==> config.mk <==
export PLATFORM = sky130hd
export DESIGN_NAME = reg_file
export DESIGN_NICKNAME = d
export VERILOG_FILES = /design/src/rtl/reg_file.sv
export SDC_FILE = /design/constraint.sdc
export NUM_CORES = 2
export LEC_CHECK = 0
export CORE_UTILIZATION = 40
export CTS_BUF_LIST = sky130_fd_sc_hd__clkbuf_16
export DETAILED_ROUTE_END_ITERATION = 10
export SLEW_MARGIN = 20
export SYNTH_ARGS = -nofsm -noshare
export SYNTH_HDL_FRONTEND = slang
export SYNTH_SLANG_ARGS = --single-unit
==> constraint.sdc <==
create_clock -name clk -period 2.95 [get_ports clk]
set_input_delay 0.59 -clock clk [delete_from_list [all_inputs] [get_ports clk]]
set_output_delay 0.59 -clock clk [all_outputs]
set_load 0.03 [all_outputs]
==> src/rtl/reg_file.sv <==
// Two-read / one-write architectural register file with optional hardwired-zero entry 0.
// Define REG_FILE_BYPASS_EN to forward same-cycle write data onto matching read ports.
module reg_file #(
    parameter int DATA_WIDTH = 32,
    parameter int ADDR_WIDTH = 5,
    parameter int ZERO_REG   = 1
) (
    input  logic                  clk,
    input  logic                  rst,
    input  logic [ADDR_WIDTH-1:0] rd_addr1,
    input  logic [ADDR_WIDTH-1:0] rd_addr2,
    output logic [DATA_WIDTH-1:0] rd_data1,
    output logic [DATA_WIDTH-1:0] rd_data2,
    input  logic                  wr_en,
    input  logic [ADDR_WIDTH-1:0] wr_addr,
    input  logic [DATA_WIDTH-1:0] wr_data
);

    localparam int DEPTH = 2 ** ADDR_WIDTH;

    logic [DATA_WIDTH-1:0] mem_q [DEPTH];
    logic [DATA_WIDTH-1:0] mem_d [DEPTH];
    logic                  wr_ok;

    // Writes aimed at a hardwired-zero entry 0 are dropped here, so the array never holds them.
    assign wr_ok = wr_en && !((ZERO_REG != 0) && (wr_addr == '0));

    always_comb begin
        mem_d = mem_q;
        if (rst) begin
            for (int i = 0; i < DEPTH; i++) begin
                mem_d[i] = '0;
            end
        end else if (wr_ok) begin
            mem_d[wr_addr] = wr_data;
        end
    end

    always_ff @(posedge clk) begin
        mem_q <= mem_d;
    end

    always_comb begin
        rd_data1 = mem_q[rd_addr1];
`ifdef REG_FILE_BYPASS_EN
        if (!rst && wr_ok && (wr_addr == rd_addr1)) begin
            rd_data1 = wr_data;
        end
`endif
        if ((ZERO_REG != 0) && (rd_addr1 == '0)) begin
            rd_data1 = '0;
        end
    end

    always_comb begin
        rd_data2 = mem_q[rd_addr2];
`ifdef REG_FILE_BYPASS_EN
        if (!rst && wr_ok && (wr_addr == rd_addr2)) begin
            rd_data2 = wr_data;
        end
`endif
        if ((ZERO_REG != 0) && (rd_addr2 == '0)) begin
            rd_data2 = '0;
        end
    end

endmodule

==> run summary <==
WS Path Type = primary input to primary output
final hold vios = 0
CTS tree = built
MaxCap Viol Count = 0
design area = 67520 µm²
WL met1 = 82790 µm
largest net degree at the start of global routing = 117
final period utilization = 106.7%
endpoints failing setup = 62
Cell Area, Synth = 52150 µm²
Die H = 363.1 µm
fill count = 11414
initial core utilization = 40.28%
Die Wd = 363.1 µm
Vias per Instance = 6.221
CTS max path bufs = 3
post-synth top area share = 39.31%
IO buf count = 113
Sink Count = 1024
dominant synthesized flop cell = dfxtp_1
cts bufs inserted = 110
peak supply drop = 0.5386 mV
Max transition margin = 27.60%
dominant cells by area after synthesis = dfxtp_1 (39%), mux4_2 (19%), nand2_1 (15%), a21oi_1 (9.5%), mux2i_1 (2.5%)
vias post-DR = 49681
pwr dens = 484.9 nW/µm²
switching pwr = 8.735 mW
antenna violations before repair = 3
clk_lat worst skew = 0.75 ns
clock slew seen by the registers of the worst setup and hold paths = 0.06 ns
Fmax = 317.6 MHz
setup ws final = -0.1985 ns
failing checks = negative setup slack
vias in the first global route = 47087
final global-route overflow total = 0
post-place setup slack = -0.5228 ns
layout cell share with drive strength beyond 1 = 28.88%
All-Layer GR Usage = 33.18%
row cnt = 132
Gate Count Post-Synth = 5864
Biggest register = mem_q
area grow syn2layout = 29.48%
Static Leak = 22.88 nW
Critical Path Start Type = primary input
Antenna Nets Post-Route = 0
final non-filler cell total = 7986
Worst Path Required = 2.36 ns
Final #Nets = 6200
sequential fraction of the synthesis area = 39.31%
CP Data Arrival Time = 2.56 ns
yosys warns = 0
syn_nets = 5914
RSZ-0062 raised after global routing = yes
outcome = finished with violations
setup_tns = -6.289 ns
asr flop ratio synth = 0%
Top Registers = mem_q (1024)
Cell Int Power = 24.00 mW
final count of pins violating max slew = 0
GP Congestion = 0.9174
Post-synth EDFFs = 0
clock tree root buffer cell = clkbuf_16
Final Power = 32.74 mW
H-tree depth = 3
#FFs+latches synth = 1024
dpl cells = 7663
met3 wire len = 30270 µm
Reg power frac = 42.8%
initial DRC count = 6640
core box area = 129500 µm²
Top Layer Used = met5
Worst-Margin Slew = 1.086 ns
met2 routed WL = 97700 µm
Switching Share = 26.68%
Syn Area/Cell = 8.893 µm²
DPL Wire Length = 137800 µm
CP Capture Type = primary output
first-pass GRT wire length = 322100 µm
final WL = 225600 µm
Die ar. = 131800 µm²
Hold Path Depth = 2
placed inst area = 59710 µm²
Top Ports = 114
Synth area leader = dfxtp_1
Combinational Power Share = 13.4%
Netlist cell types = 43
Pre-Repair DR Iteration Count = 8
drt wl/cell = 28.25 µm
Worst Path Max Fanout = 8
Largest register FFs = 1024
DRC Markers = 0
worst reg-to-reg path cell count = 2
skew final = 0 ns
Min-Delay Path Class = primary input to flop
Clk network pwr share = 43.8%
Period minus WS final = 3.148 ns
[power by group through the flow]
stage / Sequential [mW] / Clock, mW / Combinational [mW]
2_1_floorplan: 14.3 / 0 / 1.85
3_3_place_gp: 14.3 / 0 / 3.62
3_5_place_dp: 14.3 / 0 / 3.63
4_1_cts: 14.0 / 14.4 / 4.09
5_1_grt: 14.0 / 15.0 / 4.48
6_report: 14.0 / 14.3 / 4.39
[what timing repair did]
item,4_1_cts,5_1_grt
gates resized for setup,372,161
hold endpoints to repair,0,0
setup buffers,71,34
endpoints found under the setup margin,64,64
hold buffers,0,0
pin swaps,67,60
gates cloned,19,11
[cell families (layout without fill, tap and decap cells)]
logic type      Yosys count  in the layout  share of synthesized area, %
other cells               0              1                             0
compound gates         1357           1357                         14.57
buf+inv                 626           1003                         6.008
mux                     640            640                         23.28
simple gates           2217           2219                         16.83
flops                  1024           1024                         39.31
[cell usage in the layout (no fill, tap or decap), drive strengths merged, types with 4 or more instances in the layout]
cell           instances
clkinvlp              10
clkdlybuf4s50         38
bufinv                14
a211oi                64
a22oi                 64
and2                  18
nand2b                 4
mux2i                128
a311oi                64
nor2                  21
nor2b                101
mux4                 448
clkinv                42
nor3                   4
mux2                  64
inv                   27
o21ai                109
a221oi                45
nand2               2054
clkbuf               131
buf                  738
a21oi                992
dfxtp               1024
o2111ai               19
[layer usage]
layer	track usage (%)	up-vias
met5	0	-
met4	17.90	4
met3	8.714	829
met2	50.09	3491
met1	43.32	24187
li1	-	21170
[critical path: stages]
cell	delay (ns)
buf_16	0.14
buf_16	0.17
buf_16	0.17
buf_12	0.14
mux4_2	0.51
mux2_4	0.28
o21ai_4	0.19
a311oi_4	0.09
buf_12	0.23
[metrics by stage]
| step | hold WS, ns | utilization (%) |
|---|---|---|
| 2_1_floorplan | 0.4413 | - |
| 3_3_place_gp | 0.4487 | 46.11 |
| 3_5_place_dp | 0.4567 | 46.11 |
| 4_1_cts | 0.2578 | 51.14 |
| 5_1_grt | 0.2960 | 52.15 |
| 6_report | 0.2805 | 52.15 |
[layout make-up]
class / instances / area (µm²) / share of cell area [%]
tap: 1742 / 2180 / 3.228
multi-input combinational: 4216 / 30820 / 45.64
timing repair buffer: 796 / 10320 / 15.29
clock buffer: 114 / 2853 / 4.225
antenna: 1 / 2.502 / 0.003706
inverter: 2 / 17.52 / 0.02594
clock inverter: 91 / 805.8 / 1.193
sequential: 1024 / 20520 / 30.39
[path summary, 6_finish.rpt]
path / start / to / slack [ns]
setup reg to reg: mem_q[277] / mem_q[277] / 2.20
hold reg to reg: mem_q[674] / mem_q[674] / 0.46
hold / removal: rst / mem_q[367] / 0.28
setup / recovery: rd_addr1[1] / rd_data1[3] / -0.20
[cells in the mapped netlist (all sizes together), types with 3 or more instances]
cell type	count
mux2	64
a311oi	64
o2111ai	19
mux2i	128
nor3	4
a211oi	64
and4bb	3
nor2b	101
nor2	19
clkbuf	345
buf	279
dfxtp	1024
nand2b	4
and4b	3
o21ai	109
a221oi	45
and2	18
nand2	2054
a22oi	64
a21oi	992
mux4	448
nand4b	3
Power figures use the tool's default switching activity.
